==> src/rtl/countdown_counter_4bits.sv <==
// countdown_counter_4bits: loadable down-counter with one-shot / auto-reload modes.
// Q counts a loaded value down to 0. In one-shot mode it stops there (EXPIRED).
// In auto-reload mode it restarts from the captured reload value.
// done is a registered one-cycle pulse when Q passes through 0.
// rbo is a combinational borrow output for cascading counters.
module countdown_counter_4bits #(
  parameter int          WIDTH      = 4,
  parameter int unsigned RELOAD_RST = 3
) (
  input  logic             clk,
  input  logic             rst,
  input  logic             enb,
  input  logic [1:0]       modo,
  input  logic [WIDTH-1:0] data,
  output logic [WIDTH-1:0] Q,
  output logic             busy,
  output logic             done,
  output logic             rbo
);

  localparam logic [1:0] MODO_ONESHOT = 2'b00;
  localparam logic [1:0] MODO_LOAD    = 2'b01;
  localparam logic [1:0] MODO_AUTO    = 2'b10;
  localparam logic [1:0] MODO_HOLD    = 2'b11;

  localparam logic [WIDTH-1:0] RELOAD_INIT = WIDTH'(RELOAD_RST);

  typedef enum logic [1:0] {
    IDLE    = 2'b00,
    RUN     = 2'b01,
    EXPIRED = 2'b10
  } state_t;

  state_t           state, state_nxt;
  logic [WIDTH-1:0] q_nxt;
  logic [WIDTH-1:0] reload, reload_nxt;
  logic             done_nxt;
  logic             q_zero;
  logic             counting_mode;

  assign q_zero        = (Q == '0);
  assign counting_mode = (modo == MODO_ONESHOT) || (modo == MODO_AUTO);

  // State, count, reload value and done pulse registers
  always_ff @(posedge clk or posedge rst) begin
    if (rst) begin
      state  <= IDLE;
      Q      <= '0;
      reload <= RELOAD_INIT;
      done   <= 1'b0;
    end else begin
      state  <= state_nxt;
      Q      <= q_nxt;
      reload <= reload_nxt;
      done   <= done_nxt;
    end
  end

  // Next-state logic.
  // When enb is low, everything holds and done drops.
  // A decrement is never applied at Q==0, so the counter cannot wrap to all-ones.
  always_comb begin
    state_nxt  = state;
    q_nxt      = Q;
    reload_nxt = reload;
    done_nxt   = 1'b0;
    if (enb) begin
      case (modo)
        MODO_LOAD: begin
          q_nxt      = data;
          reload_nxt = data;
          state_nxt  = RUN;
        end
        MODO_ONESHOT: begin
          if (state == RUN) begin
            if (!q_zero) begin
              q_nxt = Q - 1'b1;
            end else begin
              done_nxt  = 1'b1;
              state_nxt = EXPIRED;
            end
          end
        end
        MODO_AUTO: begin
          if (state == RUN) begin
            if (!q_zero) begin
              q_nxt = Q - 1'b1;
            end else begin
              // Terminal count: reload and pulse done.
              // If reload is 0, this repeats every enabled cycle.
              q_nxt    = reload;
              done_nxt = 1'b1;
            end
          end else begin
            // Start from IDLE/EXPIRED: one cycle to present the reload value
            q_nxt     = reload;
            state_nxt = RUN;
          end
        end
        MODO_HOLD: begin
          // Hold: Q, state and reload keep their values; done stays at its default 0
        end
        default: begin
        end
      endcase
    end
  end

  assign busy = (state == RUN);
  assign rbo  = enb && busy && q_zero && counting_mode;

endmodule
==> config.mk <==
export PLATFORM = sky130hd
export DESIGN_NAME = countdown_counter_4bits
export DESIGN_NICKNAME = d
export VERILOG_FILES = /design/src/rtl/countdown_counter_4bits.sv
export SDC_FILE = /design/constraint.sdc
export NUM_CORES = 1
export LEC_CHECK = 0
export CELL_PAD_IN_SITES_DETAIL_PLACEMENT = 1
export CELL_PAD_IN_SITES_GLOBAL_PLACEMENT = 2
export CORE_MARGIN = 1
export CORE_UTILIZATION = 29
export DETAILED_ROUTE_END_ITERATION = 10
export GPL_ROUTABILITY_DRIVEN = 0
export PLACE_DENSITY = 0.84
export RECOVER_POWER = 50
export SETUP_SLACK_MARGIN = 0.3
export SLEW_MARGIN = 20
export SYNTH_ARGS = -nofsm -noshare
export SYNTH_HDL_FRONTEND = slang
export SYNTH_SLANG_ARGS = --single-unit
==> constraint.sdc <==
create_clock -name clk -period 2.2 [get_ports clk]
set_input_delay 0.33 -clock clk [delete_from_list [all_inputs] [get_ports clk]]
set_output_delay 0.33 -clock clk [all_outputs]
set_load 0.005 [all_outputs]
==> results_dict.tcl, run 1 <==
set metrics [dict create \
    status "completed" \
    core_sq_um 2255 \
    p_total_mw 0.8397 \
    clock_path_buffers 2 \
    min_period_ns 1.862 \
    highest_layer "met4" \
    ant_nets 0 \
    drc_errors 0 \
    dp_hpwl_mm 1.409 \
    p_leak_nw 0.4153 \
    hold_class "reg -> reg" \
    place_area_sq_um 917.1 \
    synth_fp_nets 84 \
    drt_iter0_markers 9 \
    critPathMaxFanout 7 \
    layout-drive-gt1-share_pct 24.49 \
    grt_max_degree 13 \
    slew_violations 0 \
    first_pass_iters 2 \
    endpoint_kind "register" \
    synth_seq_cells 11 \
    ir_worst_vdd_v 0.0004431 \
    clk_pin_slew_ns 0.07 \
    synth_most_common_cell "dfrtp_1" \
    row_count 17 \
    fmax_mhz 536.9 \
    wl_met1_um 904 \
    drt_wl_total_mm 1.967 \
    synth_area_leader_cell "dfrtp_1" \
    start_kind "register" \
    min_from "reload[3]$_DFFE_PP0P_" \
    yosysWarnings 0 \
    hold_violations 0 \
    cts_htree_levels 1 \
    fin_crit_sh_pct 84.66 \
    arrival_ns 2.01 \
    ys.flop_type "dfrtp_1" \
    antenna_found_initial 0 \
    setup_tns_ns 0 \
    die-area_sq_um 2644 \
    fin_area_sq_um 984.7 \
    fill_cells 281 \
    worstPathRequired_ns 2.35 \
    routed_via_density 5.246 \
    synth_cells 73 \
    hold_slack_ns 0.4940 \
    num_vias 661 \
    power_density_nw_per_um2 852.7 \
    cts_tree "yes" \
    crit_start "Q[1]$_DFFE_PP0P_" \
    final_nets 110 \
    maxSlewHeadroom_pct 69.54 \
    port_buffers 15 \
    ios 16 \
    synth_cell_types 36 \
    ctsHoldBuffers 0 \
    grt_overflow_total 0 \
    clock_latency_ns 0.26 \
    antenna_cells 0 \
    synthArstFlopShare_pct 100.0 \
    clock-sinks 11 \
    synth_common_cells "dfrtp_1, inv_1, nand2b_1, nor2_1, o21ai_1" \
    syn_avg_cell_area_sq_um 9.701 \
    finalSetupViolCount 0 \
    critPathKind "reg -> reg" \
    synth_top_area_share_pct 31.80 \
    gr-usage-all-layers_pct 18.16 \
    worst_pin_slew_ns 0.4563 \
    synth_edf_count 0 \
    wl_met2_um 960 \
    final.setup_skew_ns 0.001369 \
    numCtsBuffers 3 \
    die_w_um 51.42 \
    wl_met3_um 71 \
    r2r-start "Q[1]$_DFFE_PP0P_" \
    start_util_pct 31.41 \
    synth_area_leaders "dfrtp_1, dfstp_2, mux2_2, ha_1, nand2b_1" \
    area_growth_pct 39.05 \
    clock_tree.root_cell "clkbuf_4" \
    rsz0062_at_grt "no" \
    grt_pass1_wl_mm 3.505 \
    yosysSeqAreaShare_pct 39.22 \
    synth_area_sq_um 708.2 \
    grt_pass1_vias 746 \
    fp.dieH_um 51.42 \
    wl_per_cell_um 15.61 \
    cap_violations 0 \
]
[power breakdown]
part | switching, mW | internal [mW]
Combinational | 0.159 | 0.227
Sequential | 0.0605 | 0.255
Clock | 0.0685 | 0.0700
Total | 0.288 | 0.551
[registers in the layout (all words and copies together) (netlist names)]
name	flops
state	2
Q	4
reload	4
done	1
[cell type report]
class / count / area, sq um / share of cell area (%)
multi-input cells: 53 / 411.6 / 41.80
flip-flops and latches: 11 / 277.8 / 28.21
inverters: 6 / 25.02 / 2.541
well taps: 28 / 35.03 / 3.558
clock buffers: 4 / 26.28 / 2.668
repair buffers: 24 / 209.0 / 21.22
[through the flow]
step           std cells  setup WS (ns)  utilization (%)
6_report             126         0.3375            43.67
3_5_place_dp         118         0.2145            40.68
2_1_floorplan         73         0.5523                -
4_1_cts              126         0.3567            44.01
5_1_grt              126         0.2239            43.67
3_3_place_gp         118         0.2246            40.68
[per-layer routing]
| layer | GRT usage (%) | vias up |
|---|---|---|
| met5 | 0 | - |
| met4 | 6.306 | 0 |
| met3 | 4.464 | 4 |
| met2 | 29.65 | 14 |
| met1 | 23.08 | 324 |
| li1 | - | 319 |
[worst paths after layout]
path                       slack [ns]  depth (start not counted)                     to
max                              0.34                          7       Q[2]$_DFFE_PP0P_
min                              0.49                          1  reload[3]$_DFFE_PP0P_
max reg2reg                      0.34                          7       Q[2]$_DFFE_PP0P_
min reg2reg                      0.49                          1  reload[3]$_DFFE_PP0P_
max in group asynchronous        1.35                          2  reload[1]$_DFFE_PP1P_
min in group asynchronous        0.50                          2  reload[3]$_DFFE_PP0P_
[worst max-delay path: stages, from the launching register on]
cell and delay (ns):
dfrtp_1 0.40, inv_2 0.09, ha_4 0.14, nor3b_4 0.21, clkbuf_1 0.28, o21ai_1 0.11
and2_1 0.22, mux2_4 0.31
[kinds of logic (layout without fill, tap and decap cells)]
logic type                 count (synthesis)  in the layout  synth area share [%]
AOI/OAI and AO/OA                         19             19                 18.37
adders and majority gates                  2              2                 3.533
buffers and inverters                      9             34                 5.123
DFF                                       11             11                 39.22
muxes                                      5              5                 8.479
and+or+nand+nor                           27             27                 25.27
[what timing repair did]
| action | CTS | global route |
|---|---|---|
| pin swaps | 2 | 1 |
| resized for setup | 7 | 2 |
| buffers inserted | 4 | 0 |
| endpoints found under the setup margin | 3 | 2 |
| hold endpoints to repair | 0 | 0 |
[placed cells by master (no fill, tap or decap), types with 2 or more instances in the layout]
master	count
dlygate4sd3_1	2
nand2b_1	4
clkdlybuf4s50_1	12
inv_2	2
dfrtp_1	9
a31oi_1	2
o21ai_1	4
o221a_1	2
mux2_2	3
nor2b_1	3
a21oi_1	3
a41oi_1	2
o22ai_1	2
nor3_1	2
and3_1	3
clkbuf_1	2
buf_4	8
nor2_1	4
dfstp_2	2
inv_1	3
clkbuf_4	3
(Power assumes the default switching activity.)
==> run 2: changes to the inputs <==
--- a/config.mk
+++ b/config.mk
@@ -8,10 +8,10 @@
 export CELL_PAD_IN_SITES_DETAIL_PLACEMENT = 1
 export CELL_PAD_IN_SITES_GLOBAL_PLACEMENT = 2
 export CORE_MARGIN = 1
-export CORE_UTILIZATION = 29
+export CORE_UTILIZATION = 26
 export DETAILED_ROUTE_END_ITERATION = 10
 export GPL_ROUTABILITY_DRIVEN = 0
-export PLACE_DENSITY = 0.84
+export PLACE_DENSITY = 0.8
 export RECOVER_POWER = 50
 export SETUP_SLACK_MARGIN = 0.3
 export SLEW_MARGIN = 20
==> constraint.sdc (replaced) <==
create_clock -name clk -period 1.7 [get_ports clk]
set_input_delay 0.255 -clock clk [delete_from_list [all_inputs] [get_ports clk]]
set_output_delay 0.255 -clock clk [all_outputs]
set_load 0.005 [all_outputs]
==> results_dict.tcl, run 2 (synthesis gave the netlist of run 1 again) <==
set metrics [dict create \
    ios 16 \
    reg.largest.list "Q (4), reload (4), state (2)" \
    maxSlewHeadroom_pct 70.01 \
    die-area_sq_um 2937 \
    port_buffers 15 \
    gr-usage-all-layers_pct 20.43 \
    final.setup.worst_slack_ns 0.06535 \
    hold_class "in -> async" \
    rsz0062_at_grt "yes" \
    cap_violations 0 \
    critPathMaxFanout 2 \
    slew_violations 0 \
    grt_overflow_total 0 \
    final.setup_skew_ns 0.01300 \
    min_period_ns 1.635 \
    dp_cells 132 \
    dp_hpwl_mm 1.676 \
    layout_commonest_cell "buf_4" \
    final_cells 151 \
    drt_wl_total_mm 2.578 \
    ant_nets 0 \
    multi_input_area_sq_um 491.7 \
    layout_common_cells "buf_4, buf_6, dfrtp_1, clkdlybuf4s50_1" \
    hold_violations 0 \
    clock-sinks 11 \
    drt_iter0_markers 12 \
    p_leak_nw 0.5610 \
    clock_path_buffers 2 \
    worst_pin_slew_ns 0.4493 \
    grt_pass1_vias 857 \
    wl_per_cell_um 17.07 \
    clk_pin_slew_ns 0.09 \
    num_vias 751 \
    setup_tns_ns 0 \
    first_pass_iters 4 \
    endpoint_kind "primary output" \
    antenna_found_initial 0 \
    status "completed" \
    fmax_mhz 611.8 \
    die_w_um 54.19 \
    final_nets 133 \
    start_kind "register" \
    layout-drive-gt1-share_pct 53.72 \
    fin_crit_sh_pct 96.16 \
    final_util_pct 50.15 \
    clock_tree.root_cell "clkbuf_4" \
    power_density_nw_per_um2 1092 \
    clock_latency_ns 0.28 \
    cts_tree "yes" \
    p_total_mw 1.382 \
    hold_slack_ns 0.4055 \
    place_area_sq_um 1025 \
    antenna_cells 0 \
    area_growth_pct 78.62 \
    routed_via_density 4.974 \
    grt_pass1_wl_mm 4.091 \
    cts_htree_levels 1 \
    drc_errors 0 \
    critPathKind "reg -> out" \
    fill_cells 300 \
    finalSetupViolCount 0 \
    fp.dieH_um 54.19 \
    start_util_pct 28.08 \
    grt_max_degree 12 \
    fin_area_sq_um 1265 \
    ir_worst_vdd_v 0.0005441 \
    arrival_ns 1.38 \
    dpl_worst_slack_ns -0.1736 \
    final-seq-area_sq_um 279.0 \
    row_count 18 \
    ctsHoldBuffers 0 \
    worstPathRequired_ns 1.44 \
    core_sq_um 2522 \
    numCtsBuffers 3 \
]
==> run 2: area by class of cell <==
class / instances / area share, %
Clock buffer: 4 / 2.077
Multi-Input combinational cell: 53 / 38.87
Inverter: 6 / 1.978
Tap cell: 30 / 2.967
Timing Repair Buffer: 47 / 32.05
Sequential cell: 11 / 22.06
==> run 2: path summary, 6_finish.rpt <==
kind | start | cells after the start | to | slack (ns)
setup reg to reg | Q[1]$_DFFE_PP0P_ | 7 | Q[1]$_DFFE_PP0P_ | 0.07
max in group asynchronous | rst | 2 | reload[1]$_DFFE_PP1P_ | 0.94
setup / recovery | Q[1]$_DFFE_PP0P_ | 5 | rbo | 0.07
min in group clk | reload[3]$_DFFE_PP0P_ | 1 | reload[3]$_DFFE_PP0P_ | 0.50
hold / removal | rst | 2 | reload[3]$_DFFE_PP0P_ | 0.41
hold reg to reg | reload[3]$_DFFE_PP0P_ | 1 | reload[3]$_DFFE_PP0P_ | 0.50
==> run 2: metal layers <==
metal	global-route usage [%]	share of wire (%)	wire length, um
met3	3.390	3.5	90
met2	38.41	53	1371
met1	23.39	42	1093
met4	5.128	0.89	23
met5	0	0	0
==> run 2: worst max-delay path, cell delays in order (launching register included) <==
cell	delay (ns)
dfrtp_1	0.39
inv_2	0.08
ha_4	0.14
nor3b_4	0.22
and3_1	0.18
buf_2	0.10
==> run 2: what timing repair did <==
item	CTS	global route
endpoints found under the setup margin	13	13
resized for setup	28	18
pin swaps	3	9
setup buffers	12	3
gates cloned	0	0
==> run 2: where the power goes <==
group	leakage (nW)	total (mW)	switching (mW)	internal, mW
clock	0.0150	0.193	0.102	0.0910
sequential	0.125	0.372	0.0412	0.331
combinational	0.421	0.817	0.339	0.477
